`src/rtl/half_pkg.sv`:
```
// Shared constants and FSM state type for the integer-to-binary16 converter.
package half_pkg;
  localparam int HALF_BIAS  = 15;
  localparam int HALF_EXP_W = 5;
  localparam int HALF_MAN_W = 10;
  localparam logic [15:0] HALF_POS_INF = 16'h7C00;

  // Exponent for a magnitude whose leading one sits in bit 15.
  localparam logic [HALF_EXP_W-1:0] EXP_INIT = HALF_EXP_W'(HALF_BIAS + 15);

  typedef enum logic [1:0] {
    IDLE,
    NORM,
    ROUND,
    DONE
  } state_t;
endpackage

```
`src/rtl/leading_zero_count.sv`:
```
// Combinational leading-zero counter; an all-zero input yields WIDTH.
module leading_zero_count #(
  parameter int WIDTH = 16,
  parameter int CNT_W = $clog2(WIDTH + 1)
) (
  input  logic [WIDTH-1:0] value,
  output logic [CNT_W-1:0] count
);

  always_comb begin
    count = CNT_W'(WIDTH);
    // Scanning upward lets the highest set bit have the final say.
    for (int i = 0; i < WIDTH; i++) begin
      if (value[i]) count = CNT_W'(WIDTH - 1 - i);
    end
  end

endmodule

```
`src/rtl/half_from_int.sv`:
```
// 16-bit integer to IEEE-754 binary16 converter, round-to-nearest-even.
// HALF_FROM_INT_FAST_NORM_EN selects a single-cycle normalise via leading_zero_count.
module half_from_int
  import half_pkg::*;
#(
  parameter int SIGNED = 1
) (
  input  logic        clk,
  input  logic        rstn,
  input  logic        in_valid,
  output logic        in_ready,
  input  logic [15:0] a,
  output logic        out_valid,
  input  logic        out_ready,
  output logic [15:0] c
);

  state_t                  state, state_nxt;
  logic                    sign_r;
  logic [15:0]             mag;
  logic [HALF_EXP_W-1:0]   expo;
  logic [15:0]             c_r;

  logic signed [15:0]      a_s;
  logic                    sign_in;
  logic [15:0]             mag_in;

  assign a_s     = a;
  assign sign_in = (SIGNED != 0) && a_s[15];
  assign mag_in  = sign_in ? 16'(-a_s) : a;

`ifdef HALF_FROM_INT_FAST_NORM_EN
  logic [4:0] lz;

  leading_zero_count #(
    .WIDTH (16)
  ) u_lzc (
    .value (mag),
    .count (lz)
  );
`endif

  // Returns {exponent, mantissa}; overflow to exponent 31 saturates to infinity.
  function automatic logic [14:0] round_rne(input logic [15:0] m,
                                            input logic [HALF_EXP_W-1:0] e);
    logic                  inc;
    logic [HALF_MAN_W:0]   man_inc;
    logic [HALF_EXP_W-1:0] e_inc;
    inc     = m[4] & ((|m[3:0]) | m[5]);
    man_inc = {1'b0, m[14:5]} + (HALF_MAN_W + 1)'(inc);
    e_inc   = e + HALF_EXP_W'(man_inc[HALF_MAN_W]);
    if (e_inc == HALF_EXP_W'(31)) return HALF_POS_INF[14:0];
    return {e_inc, man_inc[HALF_MAN_W-1:0]};
  endfunction

  always_ff @(posedge clk or negedge rstn) begin
    if (!rstn) state <= IDLE;
    else       state <= state_nxt;
  end

  always_comb begin
    state_nxt = state;
    case (state)
      IDLE:  if (in_valid) state_nxt = (mag_in == 16'h0000) ? DONE : NORM;
`ifdef HALF_FROM_INT_FAST_NORM_EN
      NORM:  state_nxt = ROUND;
`else
      NORM:  if (mag[15]) state_nxt = ROUND;
`endif
      ROUND: state_nxt = DONE;
      DONE:  if (out_ready) state_nxt = IDLE;
      default: state_nxt = IDLE;
    endcase
  end

  // Stage boundary: capture in IDLE, normalise in NORM, round into c in ROUND.
  always_ff @(posedge clk or negedge rstn) begin
    if (!rstn) begin
      sign_r <= 1'b0;
      mag    <= 16'h0000;
      expo   <= '0;
      c_r    <= 16'h0000;
    end else begin
      case (state)
        IDLE: begin
          if (in_valid) begin
            sign_r <= sign_in;
            mag    <= mag_in;
            expo   <= EXP_INIT;
            if (mag_in == 16'h0000) c_r <= 16'h0000;
          end
        end
        NORM: begin
`ifdef HALF_FROM_INT_FAST_NORM_EN
          mag  <= mag << lz;
          expo <= expo - lz;
`else
          if (!mag[15]) begin
            mag  <= mag << 1;
            expo <= expo - HALF_EXP_W'(1);
          end
`endif
        end
        ROUND: c_r <= {sign_r, round_rne(mag, expo)};
        default: ;
      endcase
    end
  end

  assign in_ready  = (state == IDLE);
  assign out_valid = (state == DONE);
  assign c         = c_r;

endmodule

```
`config.mk`:
```
export PLATFORM = sky130hd
export DESIGN_NAME = half_from_int
export DESIGN_NICKNAME = d
export VERILOG_FILES = /design/src/rtl/half_pkg.sv /design/src/rtl/leading_zero_count.sv /design/src/rtl/half_from_int.sv
export SDC_FILE = /design/constraint.sdc
export NUM_CORES = 1
export LEC_CHECK = 0
export CORE_ASPECT_RATIO = 0.8
export CORE_MARGIN = 8
export CORE_UTILIZATION = 50
export DETAILED_ROUTE_END_ITERATION = 8
export PLACE_DENSITY_LB_ADDON = 0.2
export SKIP_CTS_REPAIR_TIMING = 1
export SYNTH_ARGS = -nofsm -noshare
export SYNTH_HDL_FRONTEND = slang
export SYNTH_SLANG_ARGS = --single-unit
```
`constraint.sdc`:
```
create_clock -name clk -period 2.99 [get_ports clk]
set_clock_uncertainty 0.15 [all_clocks]
set_input_delay 0.897 -clock clk [delete_from_list [all_inputs] [get_ports clk]]
set_output_delay 0.897 -clock clk [all_outputs]
set_load 0.005 [all_outputs]
```
**After elaboration in Yosys (flattened, before gate mapping)**

Cells that the tools add are included.

- Word-level logic and storage cells: 50
- Input port bits: 20
- Output and inout bits: 18
- Register bits: 40

- Add/sub/neg operators: 4
- Bitwise operators: 2
- Eq/ne operators: 9
- Mux-type cells: 19
- Reductions and logical operators: 10

Operators by type and width:

| kind | count |
|---|---|
| 16-bit 2-to-1 mux | 5 |
| 16-bit case mux with 2 select lines | 2 |
| 15-bit 2-to-1 mux | 2 |
| 16-bit zero test | 1 |
| 16-bit negation | 1 |
| 10-bit by 1-bit adder with 11-bit output | 1 |
| 5-bit 2-to-1 mux | 2 |
| 5-bit case mux with 2 select lines | 1 |
| 3-bit AND reduction | 3 |
| 2-bit 2-to-1 mux | 4 |
| 2-bit case mux with 4 select lines | 1 |
| 2-bit != test, second input constant | 3 |
| 5-bit by 1-bit adder with 5-bit output | 1 |
| 5-bit == test, second input constant | 1 |
| 5-bit by 1-bit subtractor with 5-bit output, second input constant | 1 |
| 2-bit == test, second input constant | 2 |
| 2-bit by 1-bit != test with 1-bit output, second input constant | 2 |
| 2-bit AND reduction | 2 |
| 2-bit nonzero test | 2 |
| 4-bit OR reduction | 1 |
| 2-bit by 1-bit == test with 1-bit output, second input constant | 1 |
| 2-bit zero test | 1 |
| 1-bit 2-to-1 mux | 2 |
| 1-bit bitwise AND | 1 |
| 1-bit bitwise OR | 1 |

**Logic depth before layout (Yosys ltp)**

Gate-level depths: netlist of run 1.

- Depth after elaboration: 10
- Mapped depth: 13

**Least setup slack after synthesis of run 1**

No wires, ideal clock.

- Kind: input to register
- Start: input a[5]
- End: register c_r[12], in the netlist c[12]
- Setup time: 0.083 ns
- Path slack: -0.277 ns
- Required time: 2.757 ns
- Cell stages on the path: 10
- Data arrival time: 3.034 ns
- Cells stage by stage: buf_2 > nor4_1 > nand3_1 > mux2i_1 > or4_1 > buf_2 > o21ba_1 > buf_6 > buf_6 > o22ai_1

- Word-level cells in the longest chain between the ends: 5

Ends and longest elaborated chain:

| item | RTL line | RTL |
|---|---|---|
| start, declared | half_from_int.sv:12 | `input logic [15:0] a,` |
| 16-bit negation | half_from_int.sv:30 | `assign mag_in = sign_in ? 16'(-a_s) : a;` |
| 16-bit 2-to-1 mux (*) | half_from_int.sv:30 |  |
| 16-bit zero test (*) | half_from_int.sv:90 | `if (mag_in == 16'h0000) c_r <= 16'h0000;` |
| 2-bit by 1-bit != test with 1-bit output (no line) (*) | -- |  |
| 3-bit AND reduction (no line) (*) | -- |  |
| end signal, assigned | half_from_int.sv:104 | `ROUND: c_r <= {sign_r, round_rne(mag, expo)};` |
| end, declared | half_from_int.sv:22 | `logic [15:0] c_r;` |

Mark *: on every way between the ends. The rest lies on a longest branch, timed or not.
A chain may end at the register's enable or synchronous reset.

**Final worst setup path of run 1**

- Start: input a[3]
- End: register c_r[0], in the netlist c[0]

The elaborated chain is that of the path after synthesis.

==> summary.txt, run 1 <==
Run status
  – Status: complete, but fails checks
  – Failing checks: setup timing

Floorplanning
  – Core Area: 5440 sq um
  – Starting density of the core: 0.515
  – Rows: 24
  – Die span in x: 99.6 um
  – I/O Pins: 38
  – Die height: 82.9 um
  – DIE AREA: 8260 sq um

GRT
  – Largest net degree at the start of global routing: 41
  – First-pass GRT wire length: 13000 um
  – Initial antenna violation count: 0
  – Vias in the first global route: 2721
  – Grt ovf: 0
  – GRT Total Usage: 0.189

Worst setup path
  – Critical path depth: 8
  – Largest stage delay, worst path: 600 ps
  – Crit Path Max Fanout: 8
  – Critical path data arrival time: 3140 ps
  – FF-to-FF path depth: 12
  – Critical Path RT: 3060 ps
  – Startpoint types: input port
  – Slowest stage cell, crit path: or4b_4
  – Worst setup EP type: flop
  – CP bufs+invs: 2
  – Worst path top cell family by delay: simple AND/OR/NAND/NOR gates
  – Critical path origin: a[3]
  – Crit path kind: in2reg
  – Critical path cell sequence: dlymetal6s2s_1, or4b_4, o21ai_2, a211oi_2, or4_4, buf_8, o21ba_4, o22ai_2
  – FF-to-FF Start: mag[5]

Synth
  – Synth area leaders: dfrtp_1, o21ai_0, nand2_1
  – Seq/Total Area, Yosys: 0.358
  – Distinct cells, synth: 56
  – Main synth FF type: dfrtp_1
  – Post-synth EDFFs: 0
  – Synth top area share: 0.358
  – Post-Syn Nets: 366
  – Largest area contributor in the netlist: dfrtp_1
  – #FFs+latches synth: 40
  – Asr flop ratio synth: 1.00
  – Synthesized cell area: 2800 sq um
  – Synth Warn #: 0
  – Post-Synthesis Cells: 337
  – Syn avg cell area: 8.30 sq um

Placement
  – DP HPWL: 5690 um
  – Port buffer count: 37
  – Placer congestion estimate: 0.925

Route
  – Residual DRC: 0
  – Routed len/inst: 16.2 um
  – DR iter-0 viols: 227
  – Vias/cell: 5.70
  – Drt total wl: 8020 um
  – Drt first pass iters: 4
  – Antenna viol nets, final: 0
  – DR vias: 2829

Layout
  – Multi-input gate area in the final layout: 1760 sq um
  – Finished Core Util: 0.724
  – Most frequent cells in the layout: buf_4, dfrtp_1, nand2_1
  – N_diodes: 0
  – Share of layout cells above drive strength 1: 0.251
  – Synth-to-layout area growth: 40.7%
  – Final #Nets: 446
  – Most common cell after layout, fill and taps aside: buf_4
  – Fillers: 409
  – Sequential Area: 1000 sq um

Timing
  – Rel. slew slack: 0.415
  – Setup WS post-layout: -87.7 ps
  – Final setup viols: 13
  – Final period demand of the worst path: 3080 ps
  – Slew Viols, Final: 0
  – Least-Margin Pin Slew: 878 ps
  – RSZ-0062 raised after global routing: true
  – Final hold vios: 0
  – WHS: 361 ps
  – FMAX: 325 MHz
  – Tcrit/Tclk final: 1.03

Clock network
  – Clk root buf: clkbuf_8
  – Clock Sinks: 40
  – CTS tree: yes
  – Largest buffer count on any clock path: 2
  – Worst-Skew Late Latency: 310 ps
  – # H-tree levels: 2
  – Clock slew seen by the registers of the worst setup and hold paths: 80 ps
  – Cts bufs inserted: 5

Pwr
  – PD cells: 800 nW/um^2
  – Switching share of power: 0.413
  – Switching Power: 1.30 mW
  – LEAKAGE: 1.78 nW
  – Clock share of power: 0.142
  – Pint: 1.85 mW
  – Gate power share: 0.534
  – VDD IR max: 560 uV
  – Seq pwr share: 0.324

Job
  – Max_cap viols: 0

Worst hold path
  – Hold Crit Class: reg2reg
  – Worst hold stages: 2
  – Hold_sp: mag[2]
Yosys cell counts, types with 3 or more instances:
cell,n
o22ai_1,18
buf_1,3
xor2_1,12
clkbuf_1,17
nand4_1,3
nor2b_1,7
or3_1,3
nand2_1,39
xnor2_1,14
nor2_1,17
dfrtp_1,40
o22a_1,4
inv_1,14
nand3_1,13
buf_2,4
a21oi_1,10
o31ai_1,4
nor4_1,5
mux2i_1,3
ha_1,9
nor3_1,9
and3_1,3
o21ai_0,34
a31oi_1,10
power groups by stage:
| stage | clock, mW | sequential, mW | combinational (mW) |
|---|---|---|---|
| after floorplan | 0 | 0.968 | 1.02 |
| after global placement | 0 | 1.02 | 1.50 |
| after detailed placement | 0 | 1.02 | 1.54 |
| after CTS | 0.448 | 1.01 | 1.56 |
| after global routing | 0.473 | 1.06 | 1.86 |
| final | 0.449 | 1.02 | 1.68 |
kinds of logic (layout without fill, tap and decap cells):
family / count (synthesis) / in the layout / synth area share
AOI/OAI and AO/OA: 99 / 100 / 0.223
buffers and inverters: 41 / 121 / 0.0622
muxes: 5 / 5 / 0.0188
adders and majority gates: 9 / 9 / 0.0403
and+or+nand+nor: 117 / 117 / 0.216
xor gates and xnor gates: 26 / 26 / 0.0814
DFF: 40 / 40 / 0.358
area by class of cell:
type                       count  area share
clock inverter                 3      0.0108
tap                           78      0.0248
clock buffer                   5      0.0175
multi-input combinational    257       0.448
timing repair buffer          98       0.229
inverter                      15      0.0156
sequential                    40       0.254
stage by stage:
stage | setup TNS (ps) | power, mW | instances | worst slack (ps) | instance area, sq um
global placement | -10380 | 2.51 | 482 | -612 | 3610
CTS | -5640 | 3.02 | 490 | -380 | 3730
global route | -1280 | 3.39 | 496 | -130 | 3940
floorplan | -1320 | 1.99 | 337 | -149 | 2870
detailed placement | -11400 | 2.56 | 482 | -677 | 3610
finish | -509 | 3.15 | 496 | -87.7 | 3940
state kept, by name (all words and copies together), names as in the netlist:
register	count
c	16
mag	16
expo	5
state	2
sign_r	1
final timing paths:
kind,endpoint,slack [ps]
min reg2reg,mag[2],360
max,c[0],-90
min,mag[2],360
max reg2reg,c[0],60
min in group asynchronous,expo[3],550
max in group asynchronous,mag[8],1560
worst reg2reg max path, delay by kind of cell, from the launching register on:
| kind | cells | cell delay, ps |
|---|---|---|
| adder cells (fa/ha/maj) | 3 | 620 |
| XOR/XNOR | 1 | 170 |
| AO/OA/AOI/OAI | 2 | 250 |
| AND/OR/NAND/NOR | 6 | 1250 |
| flip-flops | 1 | 380 |
per-layer routing:
metal | part of all wire | vias to the layer above | GRT usage
met2 | 0.48 | 73 | 0.300
met3 | 0.044 | 8 | 0.0400
met1 | 0.47 | 1366 | 0.261
li1 | - | 1382 | -
met4 | 0.0091 | 0 | 0.0329
met5 | 0 | - | 0
Note: power is estimated with default switching activity, not from simulation.
==> run 2: changes to the inputs <==
- clock period: 2.99 -> 2.8 ns (I/O delays scaled with it)
==> run 2 against run 1 <==
Net effect: the run still ends with setup timing left; core utilization rose by 1.3 points; register-to-register slack got worse by 110 ps; via count rose by 1.4%; final cell count rose by 2.0%; setup slack got worse by 110 ps.
==> summary.txt, run 2 (synthesized netlist as in run 1, its figures left out) <==
Route
  – DR vias: 2869 (was 2829)
  – Antenna viol nets, final: 0 (unchanged)
  – DR iter-0 viols: 175 (was 227)
  – Residual DRC: 0 (unchanged)
  – Uppermost layer routed: met4 (unchanged)
  – Routed met2 length: 3940 um (was 3840 um)
  – Routed len/inst: 16.1 um (was 16.2 um)
  – Drt total wl: 8130 um (was 8020 um)
  – Wl on met1: 3760 um (about the same)
  – Metal3 WL: 351 um (was 355 um)
  – Vias/cell: 5.67 (was 5.70)
  – Drt first pass iters: 4 (unchanged)

Floorplanning
  – I/O Pins: 38 (unchanged)
  – Die height: 82.9 um (unchanged)
  – Core Area: 5440 sq um (unchanged)
  – DIE AREA: 8260 sq um (unchanged)
  – Rows: 24 (unchanged)
  – Starting density of the core: 0.515 (unchanged)
  – Die span in x: 99.6 um (unchanged)

Timing
  – FMAX: 333 MHz
  – Slew Viols, Final: 0 (unchanged)
  – Final period demand of the worst path: 3000 ps
  – Setup WS post-layout: -201 ps (was -87.7 ps)
  – Final setup viols: 17 (was 13)
  – Tcrit/Tclk final: 1.07
  – WHS: 224 ps (was 361 ps)
  – Final hold vios: 0 (unchanged)
  – Least-Margin Pin Slew: 577 ps (was 878 ps)
  – Rel. slew slack: 0.613 (was 0.415)
  – RSZ-0062 raised after global routing: true (unchanged)

Worst setup path
  – Critical path depth: 10 (was 8)
  – Critical Path RT: 2880 ps (was 3060 ps)
  – FF-to-FF Start: mag[5] (unchanged)
  – Largest stage delay, worst path: 600 ps (about the same)
  – Worst setup EP type: flop (unchanged)
  – Crit Path Max Fanout: 8 (unchanged)
  – Most frequent CP cell: buf_8
  – FF-to-FF path depth: 12 (unchanged)
  – Critical path cell sequence: buf_8, inv_6, ha_4, or4b_4, nor3_4, a211oi_2, or4_4, buf_8, o21ba_4, o22ai_2 (was dlymetal6s2s_1, or4b_4, o21ai_2, a211oi_2, or4_4, buf_8, o21ba_4, o22ai_2)
  – Slowest stage cell, crit path: or4_4 (was or4b_4)
  – CP bufs+invs: 3 (was 2)
  – Startpoint types: input port (unchanged)
  – Critical path data arrival time: 3080 ps (was 3140 ps)
  – Worst path top cell family by delay: simple AND/OR/NAND/NOR gates (unchanged)
  – Critical path origin: a[0] (was a[3])
  – Crit path kind: in2reg (unchanged)

Clock network
  – Worst-Skew Late Latency: 300 ps (was 310 ps)
  – # H-tree levels: 2 (unchanged)
  – Clk root buf: clkbuf_8 (unchanged)
  – Clock Sinks: 40 (unchanged)
  – Clock slew seen by the registers of the worst setup and hold paths: 90 ps (was 80 ps)
  – CTS tree: yes (unchanged)
  – Cts bufs inserted: 5 (unchanged)
  – Largest buffer count on any clock path: 2 (unchanged)

GRT
  – Vias in the first global route: 2893 (was 2721)
  – First-pass GRT wire length: 13700 um (was 13000 um)
  – Initial antenna violation count: 0 (unchanged)
  – Largest net degree at the start of global routing: 36 (was 41)
  – GRT Total Usage: 0.198 (was 0.189)
  – Grt ovf: 0 (unchanged)

Placement
  – Post-DP Area: 3700 sq um (was 3610 sq um)
  – DP HPWL: 6050 um (was 5690 um)
  – Placer congestion estimate: 0.857 (was 0.925)
  – Post-place setup slack: -793 ps (was -677 ps)
  – Port buffer count: 37 (unchanged)

Pwr
  – PD cells: 850 nW/um^2 (was 800 nW/um^2)
  – VDD IR max: 554 uV (was 560 uV)
  – LEAKAGE: 1.83 nW (was 1.78 nW)
  – Final Power: 3.41 mW (was 3.15 mW)

Worst hold path
  – Hold Crit Class: in2async (was reg2reg)

Layout
  – Most frequent cells in the layout: buf_4, dfrtp_1, nand2_1 (unchanged)
  – N_diodes: 0 (unchanged)
  – Synth-to-layout area growth: 43.3% (was 40.7%)
  – Final #Nets: 456 (was 446)
  – Final cell area excluding filler cells: 4010 sq um (was 3940 sq um)
  – Share of layout cells above drive strength 1: 0.264 (was 0.251)
  – Most common cell after layout, fill and taps aside: buf_4 (unchanged)

Run status
  – Status: complete, but fails checks (unchanged)
  – Failing checks: setup timing (unchanged)

Job
  – Max_cap viols: 0 (unchanged)
run 2: path summary, 6_finish.rpt:
| path | to | slack (ps) |
|---|---|---|
| setup / recovery | c[15] | -200 |
| max in group asynchronous | mag[2] | 1600 |
| setup reg to reg | c[0] | -50 |
| min in group clk | sign_r | 370 |
| hold / removal | expo[0] | 220 |
| hold reg to reg | sign_r | 370 |
run 2: power by group:
group	internal, mW	switching [mW]
clock network	0.264	0.217
registers	0.844	0.215
logic	0.916	0.954
total	2.02	1.39
run 2: cell type report:
type,instances,area (sq um)
tap,78,97.6
inverter,15,63.8
multi-input combinational,257,1750
clock inverter,3,42.5
fill,404,1430
clock buffer,5,68.8
timing repair buffer,108,982
sequential,40,1000
run 2: per-layer routing:
metal / vias to the layer above / global-route usage
met5: - / 0
met4: 0 / 0.0453
met3: 8 / 0.0325
met2: 63 / 0.329
met1: 1398 / 0.261
li1: 1400 / -
run 2: metrics by stage:
stage                     setup TNS, ps  std cells  utilization
final                             -2570        506        0.738
after global routing              -3340        506        0.738
after CTS                         -7550        502        0.702
after detailed placement         -14680        494        0.682
after global placement           -13700        494        0.682
after floorplan                   -3440        337            -
==> run 3: changes to the inputs <==
- SKIP_LAST_GASP: unset -> 1
==> results of run 3 <==
Final layout, timing and power as in run 2 (identical DEF).
